<file path="src/rtl/ghost_mode_ctrl.sv">
// Global scatter/chase/frightened sequencer with reverse pulse for all ghosts.
// Optional end-of-frightened flash output: define FRIGHT_FLASH_EN.
module ghost_mode_ctrl #(
  parameter int CLK_HZ     = 25_000_000,
  parameter int SCAT1_SEC  = 7,
  parameter int SCAT2_SEC  = 5,
  parameter int CHASE_SEC  = 20,
  parameter int FRIGHT_SEC = 6
`ifdef FRIGHT_FLASH_EN
  ,
  parameter int FLASH_SEC  = 2
`endif
) (
  input  logic       clk,
  input  logic       reset_n,
  input  logic       game_start,
  input  logic       pause,
  input  logic       power_pellet,
  output logic       isScatter,
  output logic       isChase,
  output logic       isFrightened,
  output logic       reverse,
  output logic [2:0] phase,
  output logic       fright_flash
);

  localparam int PW = (CLK_HZ > 1) ? $clog2(CLK_HZ) : 1;
  localparam logic [PW-1:0] PRE_MAX = PW'(CLK_HZ - 1);
  localparam logic [4:0] FR_LAST = 5'(FRIGHT_SEC - 1);
  localparam logic [4:0] S1_LAST = 5'(SCAT1_SEC - 1);
  localparam logic [4:0] S2_LAST = 5'(SCAT2_SEC - 1);
  localparam logic [4:0] CH_LAST = 5'(CHASE_SEC - 1);

  typedef enum logic [1:0] {
    IDLE,
    SCATTER,
    CHASE,
    FRIGHT
  } state_t;

  state_t          r_state;
  state_t          w_nstate;
  logic [2:0]      r_phase;
  logic [2:0]      w_nphase;
  logic [4:0]      r_sec;
  logic [4:0]      w_nsec;
  logic [4:0]      r_fr;
  logic [4:0]      w_nfr;
  logic [PW-1:0]   r_pre;
  logic [PW-1:0]   w_npre;
  logic            w_nrev;
  logic            w_run;
  logic            w_tick;
  logic [4:0]      w_last;
  logic            r_scat;
  logic            r_chase;
  logic            r_fright;
  logic            r_rev;

  assign w_run  = (r_state != IDLE) && !pause;
  assign w_tick = w_run && (r_pre == PRE_MAX);

  always_comb begin
    w_last = CH_LAST;
    unique case (1'b1)
      (r_phase == 3'd0) || (r_phase == 3'd2): w_last = S1_LAST;
      (r_phase == 3'd4) || (r_phase == 3'd6): w_last = S2_LAST;
      default:                                w_last = CH_LAST;
    endcase
  end

  always_comb begin
    w_nstate = r_state;
    w_nphase = r_phase;
    w_nsec   = r_sec;
    w_nfr    = r_fr;
    w_nrev   = 1'b0;
    if (w_tick)     w_npre = '0;
    else if (w_run) w_npre = r_pre + PW'(1);
    else            w_npre = r_pre;

    if (game_start) begin
      w_nstate = SCATTER;
      w_nphase = 3'd0;
      w_nsec   = 5'd0;
      w_nfr    = 5'd0;
      w_npre   = '0;
    end else begin
      unique case (r_state)
        IDLE: begin
          w_npre = '0;
        end
        SCATTER, CHASE: begin
          // phase 7 is endless chase: counters stop there
          if (w_tick && (r_phase != 3'd7)) begin
            if (r_sec == w_last) begin
              w_nphase = r_phase + 3'd1;
              w_nsec   = 5'd0;
              w_nstate = (r_state == SCATTER) ? CHASE : SCATTER;
              w_nrev   = 1'b1;
              w_npre   = '0;
            end else begin
              w_nsec = r_sec + 5'd1;
            end
          end
          if (power_pellet) begin
            w_nstate = FRIGHT;
            w_nfr    = 5'd0;
            w_nrev   = 1'b1;
            w_npre   = '0;
          end
        end
        FRIGHT: begin
          if (power_pellet) begin
            w_nfr  = 5'd0;
            w_npre = '0;
          end else if (w_tick) begin
            if (r_fr == FR_LAST) begin
              w_nstate = r_phase[0] ? CHASE : SCATTER;
              w_nfr    = 5'd0;
              w_npre   = '0;
            end else begin
              w_nfr = r_fr + 5'd1;
            end
          end
        end
        default: begin
          w_nstate = IDLE;
        end
      endcase
    end
  end

  always_ff @(posedge clk or negedge reset_n) begin
    if (!reset_n) begin
      r_state  <= IDLE;
      r_phase  <= 3'd0;
      r_sec    <= 5'd0;
      r_fr     <= 5'd0;
      r_pre    <= '0;
      r_scat   <= 1'b0;
      r_chase  <= 1'b0;
      r_fright <= 1'b0;
      r_rev    <= 1'b0;
    end else begin
      r_state  <= w_nstate;
      r_phase  <= w_nphase;
      r_sec    <= w_nsec;
      r_fr     <= w_nfr;
      r_pre    <= w_npre;
      r_scat   <= (w_nstate == SCATTER);
      r_chase  <= (w_nstate == CHASE);
      r_fright <= (w_nstate == FRIGHT);
      r_rev    <= w_nrev;
    end
  end

  assign isScatter    = r_scat;
  assign isChase      = r_chase;
  assign isFrightened = r_fright;
  assign reverse      = r_rev;
  assign phase        = r_phase;

`ifdef FRIGHT_FLASH_EN
  localparam logic [4:0] FL_TH = 5'(FRIGHT_SEC - FLASH_SEC);
  logic r_flash;

  always_ff @(posedge clk or negedge reset_n) begin
    if (!reset_n) r_flash <= 1'b0;
    else          r_flash <= (w_nstate == FRIGHT) && (w_nfr >= FL_TH);
  end

  assign fright_flash = r_flash;
`else
  assign fright_flash = 1'b0;
`endif

endmodule

</file>
<file path="config.mk">
export PLATFORM = sky130hd
export DESIGN_NAME = ghost_mode_ctrl
export DESIGN_NICKNAME = d
export VERILOG_FILES = /design/src/rtl/ghost_mode_ctrl.sv
export SDC_FILE = /design/constraint.sdc
export NUM_CORES = 1
export LEC_CHECK = 0
export ABC_AREA = 1
export BUFFER_PORTS_ARGS = -buffer_cell sky130_fd_sc_hd__buf_2
export CORE_MARGIN = 3
export CORE_UTILIZATION = 50
export DETAILED_ROUTE_END_ITERATION = 6
export HOLD_SLACK_MARGIN = 0.12
export PLACE_DENSITY_LB_ADDON = 0.25
export SKIP_LAST_GASP = 1
export SLEW_MARGIN = 30
export SYNTH_ARGS = -nofsm -noshare
export SYNTH_HDL_FRONTEND = slang
export SYNTH_SLANG_ARGS = --single-unit
</file>
<file path="constraint.sdc">
create_clock -name clk -period 2.6 [get_ports clk]
set_clock_uncertainty 0.1 [all_clocks]
set_input_delay 0.26 -clock clk [delete_from_list [all_inputs] [get_ports clk]]
set_output_delay 0.26 -clock clk [all_outputs]
set_load 0.01 [all_outputs]
</file>
## Yosys cells after proc, flatten, opt, wreduce, memory -nomap -nowiden

Cells that the tools add are included.

- Bits in registers: 44
- Input bits: 5
- Output and inout bits: 8
- Logic and storage cells: 85

- Add/sub/neg operators: 4
- Eq/ne operators: 15
- Mux-type cells: 40
- Reduce and logical (&&, ||, !) cells: 17

Operators with widths:

| cell | count |
|---|---|
| two-way mux 25 bit | 9 |
| one-hot mux 25 bit (3 select lines) | 1 |
| two-way mux 5 bit | 9 |
| adder 25 x 1 -> 25 bit (second input constant) | 1 |
| equality test 25 bit (second input constant) | 1 |
| one-hot mux 5 bit (2 select lines) | 2 |
| two-way mux 2 bit | 9 |
| two-way mux 3 bit | 4 |
| adder 5 x 1 -> 5 bit (second input constant) | 2 |
| equality test 2 bit (second input constant) | 4 |
| nonzero test 2 bit | 4 |
| equality test 3 bit (second input constant) | 2 |
| != test 3 bit (second input constant) | 2 |
| AND reduction 3 bit | 2 |
| equality test 5 x 3 -> 1 bit (second input constant) | 1 |
| equality test 5 bit | 1 |
| two-way mux 1 bit | 5 |
| equality test 2 x 1 -> 1 bit (second input constant) | 2 |
| != test 4 bit (second input constant) | 1 |
| one-hot mux 2 bit (2 select lines) | 1 |
| adder 3 x 1 -> 3 bit (second input constant) | 1 |
| equality test 3 x 2 -> 1 bit (second input constant) | 1 |
| logical AND 1 bit | 3 |
| logical NOT 3 bit | 1 |
| 6 further kinds | 7 |

## Logic depth before layout (Yosys ltp)

- Word-level depth: 10
- Mapped depth: 15
- Depth with buffers taken out: 15

## Worst setup path before layout

OpenSTA, ideal clock, no wires.

- Path kind: reg-to-reg
- Start: register r_state[0]
- End: register r_pre[15]
- Setup time: 0.133 ns
- Arrival: 1.770 ns
- Required time: 2.367 ns
- Slack: 0.597 ns
- Stages on the path, launching flop included: 12
- Path buffers: 0
- Clock period less this slack: 2.003 ns
- Cells stage by stage: dfrtp_1 inv_1 ha_1 inv_2 nand2_2 nor3_2 nand3_1 nor2_2 nand3_2 nor2_2 xor2_1 nor2_1

- Word-level cells in the longest chain between the ends: 9
- Elaborated cells between the ends (all ways): 19
- Classes of those cells: 3 x eq/ne; 10 x mux; 6 x reduce/logical

Ends and longest elaborated chain:

| item | RTL line | source |
|---|---|---|
| start, declared | 41 | `state_t r_state;` |
| start signal, assigned | 146 | `r_state <= w_nstate;` |
| nonzero test 2 bit | 60 | `assign w_run = (r_state != IDLE) && !pause;` |
| logical AND 1 bit | 60 |  |
| two-way mux 25 bit / logical AND 1 bit (equally long branches) | 79, 61 |  |
| two-way mux 25 bit | 78 | `if (w_tick) w_npre = '0;` |
| two-way mux 25 bit, on equally long branches | 118, 96 |  |
| two-way mux 25 bit, on equally long branches | 117, 95 |  |
| two-way mux 25 bit, on equally long branches | 114, 106 |  |
| one-hot mux 25 bit (3 select lines) (*) | 89 | `unique case (r_state)` |
| two-way mux 25 bit (*) | 82 | `if (game_start) begin` |
| via w_npre[15] | 50 | `logic [PW-1:0] w_npre;` |
| end signal, assigned | 150 | `r_pre <= w_npre;` |
| end, declared | 49 | `logic [PW-1:0] r_pre;` |

Mark *: on every way through the listed nets, which the timed path passes. The rest lies on a longest branch.
A chain may end at the register's enable or synchronous reset.

## Worst setup path after layout

- Start: register r_state[0]
- End: register r_sec[4]

- Word-level cells in the longest chain between the ends: 6
- Elaborated cells between the ends (all ways): 10
- Classes of those cells: 2 x eq/ne; 8 x reduce/logical

Ends and longest elaborated chain:

| item | RTL line | source |
|---|---|---|
| nonzero test 2 bit | 60 |  |
| logical AND 1 bit | 60 |  |
| logical AND 1 bit | 61 | `assign w_tick = w_run && (r_pre == PRE_MAX);` |
| logical AND 1 bit | 95 | `if (w_tick && (r_phase != 3'd7)) begin` |
| nonzero test 2 bit (no line) | n/a |  |
| AND reduction 2 bit (no line) (*) | n/a |  |
| end signal, assigned | 148 | `r_sec <= w_nsec;` |
| end, declared | 45 | `logic [4:0] r_sec;` |

Mark *: on every way between the ends. The rest lies on a longest branch, timed or not.

==> metrics.md <==
| Metric | Value |
|---|---|
| Final critical-path required period | 2.35 ns |
| Root buf cell | clkbuf_8 |
| Drt wl/cell | 12.1 µm |
| Die Width | 78.6 µm |
| FF+latch count, synth | 44 |
| Hold Crit Class | input pin to flip-flop |
| CP arrival | 2.42 ns |
| Most frequent cells in the layout | nand2_1, inv_1, nor2_1 |
| Largest net degree at the start of global routing | 25 |
| CTS clock-pin slew for the worst setup and hold paths | 0.09 ns |
| Clock Sinks | 44 |
| Worst-skew pair later-pin latency | 0.30 ns |
| Final period utilization | 90.2% |
| Routed Wire Length | 5.21 mm |
| Total global routing overflow | 0 |
| Status | complete, no violations |
| Syn Inst Count | 345 |
| TritonCTS clock tree | done |
| Comb pwr share | 26.1% |
| Post-route ant nets | 0 |
| DP Area | 2770 µm² |
| Total power | 1.66 mW |
| Vias in the first global route | 2075 |
| PD cells | 578 nW/µm² |
| Post-Synthesis Cell Area | 2640 µm² |
| Synthesized net count | 359 |
| PortBufs | 11 |
| Final TNS setup | 0 ns |
| Internal | 1.10 mW |
| I/O pins | 13 |
| Residual DRC | 0 |
| Via density | 5.16 |
| Fmax | 0.426 GHz |
| Critical path type | flip-flop to flip-flop |
| LEAKAGE | 1.32 nW |
| Seq/Total Area, Yosys | 41.8% |
| Layout cells sized above 1 | 13.2% |
| Syn avg cell area | 7.64 µm² |
| Initial antenna violation count | 0 |
| CP endpoint kind | flip-flop |
| Req. time, crit path | 2.68 ns |
| CTS Buf Count | 5 |
| Ys Warns | 0 |
| Final non-filler cell total | 430 |
| P&R area growth vs syn | 8.92% |
| TritonRoute pass-1 iters | 4 |
| First-pass GRT wire length | 9.09 mm |
| Cell variety after synth | 35 |
| GP Congestion | 0.903 |
| CP max FO | 6 |
| Switching part of the total | 33.9% |
| Clock share of power | 26.7% |
| Initial Util | 53.7% |
| Core area | 4910 µm² |
| DRT iter0 DRCs | 165 |
| Placed Cells | 421 |
| CTS H-tree depth | 2 |
| Switching power | 0.562 mW |
| Final Cell Area | 2870 µm² |
| Peak supply drop | 425 µV |
| Max Cap Viol | 0 |
| RSZ-0062 raised after global routing | false |
| Sequential Power Share | 47.2% |
| DIE AREA | 6180 µm² |
| Commonest non-fill, non-tap cell in the layout | nand2_1 |
| # setup viols final | 0 |
| Gr usage total | 18.1% |
| Post-CTS setup buffer count | 0 |
| Final hold violation count | 0 |
| Fillers | 464 |
| Row count | 25 |
| Maximum root-to-sink buffer count | 2 |
| ANT cells | 0 |
| Via count | 2219 |
| HPWL after detailed placement | 4.04 mm |
| Setup crit start kind | flip-flop |
| Die height | 78.6 µm |
| Slew Viols, Final | 0 |
| Final net count | 376 |
==> path summary, 6_finish.rpt <==
check                                startpoint                    to  slack (ns)  cells after the start
max                        r_state[0]$_DFF_PN0_  r_sec[4]$_DFFE_PN0P_        0.25                     14
min                                       pause    r_pre[1]$_DFF_PN0_        0.18                      4
max reg2reg                r_state[0]$_DFF_PN0_  r_sec[4]$_DFFE_PN0P_        0.25                     14
min reg2reg                r_sec[4]$_DFFE_PN0P_  r_sec[4]$_DFFE_PN0P_        0.39                      1
max in group asynchronous               reset_n    r_pre[1]$_DFF_PN0_        1.36                      3
min in group asynchronous               reset_n   r_pre[19]$_DFF_PN0_        0.35                      2
==> worst max-delay path, stage by stage, from the launching register on <==
cell and delay, ns:
dfrtp_1 0.40, inv_1 0.10, ha_1 0.28, nor2_1 0.26, nand2_1 0.09, nor2_1 0.12
nand2_1 0.10, nor2_4 0.14, nand3_2 0.09, nand2_2 0.13, inv_2 0.08, nor2_4 0.14
inv_2 0.07, o21ai_1 0.07, a21oi_1 0.05
==> final cells by class <==
cell class | instances | area, µm² | area share (%)
Multi-Input combinational cell | 241 | 1300 | 45.4
Tap cell | 67 | 83.8 | 2.92
Timing Repair Buffer | 14 | 80.1 | 2.79
Clock buffer | 6 | 82.6 | 2.88
Sequential cell | 44 | 1100 | 38.3
Inverter | 56 | 210 | 7.32
Clock inverter | 2 | 10.0 | 0.349
==> cell usage after synthesis <==
master    number  area share [%]
a21oi_1       21             4.0
a22oi_1        1            0.28
a31oi_1        1            0.24
buf_2          2            0.38
buf_4          1            0.28
clkbuf_1       1            0.14
conb_1         1            0.14
dfrtp_1       44              42
ha_1           9             4.3
inv_1         51             7.3
inv_2          5            0.71
mux2i_1        1            0.38
nand2_1       69             9.8
nand2_2        4            0.95
nand3_1       21             4.0
nand3_2        4             1.5
nand3_4        1            0.66
nand3b_1       1            0.28
nand4_1        6             1.4
nor2_1        45             6.4
nor2_2         5             1.2
nor2_4         3             1.3
nor2_8         1            0.76
nor3_1         9             1.7
nor3_2         2            0.76
nor3b_1        1            0.28
nor3b_4        1            0.71
nor4_1         4            0.95
o21a_1         2            0.57
o21ai_0       14             2.7
o21ai_1        1            0.19
o22ai_1        2            0.47
or2_2          1            0.24
xnor2_1        2            0.66
xor2_1         8             2.7
==> per-stage QoR <==
stage / util [%] / worst slack (ns) / hold slack, ns
after global placement: 56.4 / 0.386 / 0.155
after detailed placement: 56.4 / 0.284 / 0.153
final: 58.5 / 0.254 / 0.182
after floorplan: - / 0.597 / -0.136
after CTS: 58.5 / 0.255 / 0.169
after global routing: 58.5 / 0.0369 / 0.202
==> power groups by stage <==
stage | Combinational [mW] | Sequential, mW | Clock (mW)
2_1_floorplan | 0.295 | 0.804 | 0
3_3_place_gp | 0.424 | 0.794 | 0
3_5_place_dp | 0.434 | 0.795 | 0
4_1_cts | 0.437 | 0.783 | 0.457
5_1_grt | 0.499 | 0.792 | 0.484
6_report | 0.433 | 0.783 | 0.443
==> state kept, by name, indices dropped and copies added, names as in the netlist <==
name,count
r_state,2
r_sec,5
phase,3
r_fr,5
reverse,1
isScatter,1
isChase,1
r_pre,25
isFrightened,1
==> cell families (layout without fill, tap and decap cells) <==
| family | count (synthesis) | in the layout | share of synthesized area (%) |
|---|---|---|---|
| AOI/OAI and AO/OA | 42 | 42 | 8.40 |
| xor gates and xnor gates | 10 | 10 | 3.32 |
| adders and majority gates | 9 | 9 | 4.27 |
| buffers and inverters | 60 | 78 | 8.78 |
| DFF | 44 | 44 | 41.8 |
| muxes | 1 | 1 | 0.380 |
| other | 1 | 1 | 0.142 |
| and+or+nand+nor | 178 | 178 | 32.9 |
==> metal layers <==
metal	global-route usage (%)	share of wire (%)	vias up	wire length, µm
met3	3.56	4.0	7	210
met1	23.7	47	1035	2470
met2	30.4	48	46	2480
li1	-	-	1131	-
met4	4.90	1.0	0	54
met5	0	0	-	0
==> timing repair <==
| item | in CTS | in global routing |
|---|---|---|
| resized for setup | 0 | 0 |
| endpoints found under the setup margin | 0 | 0 |
| endpoints found under the hold margin | 20 | 0 |
| hold buffers | 1 | 0 |
(Power assumes the default switching activity.)
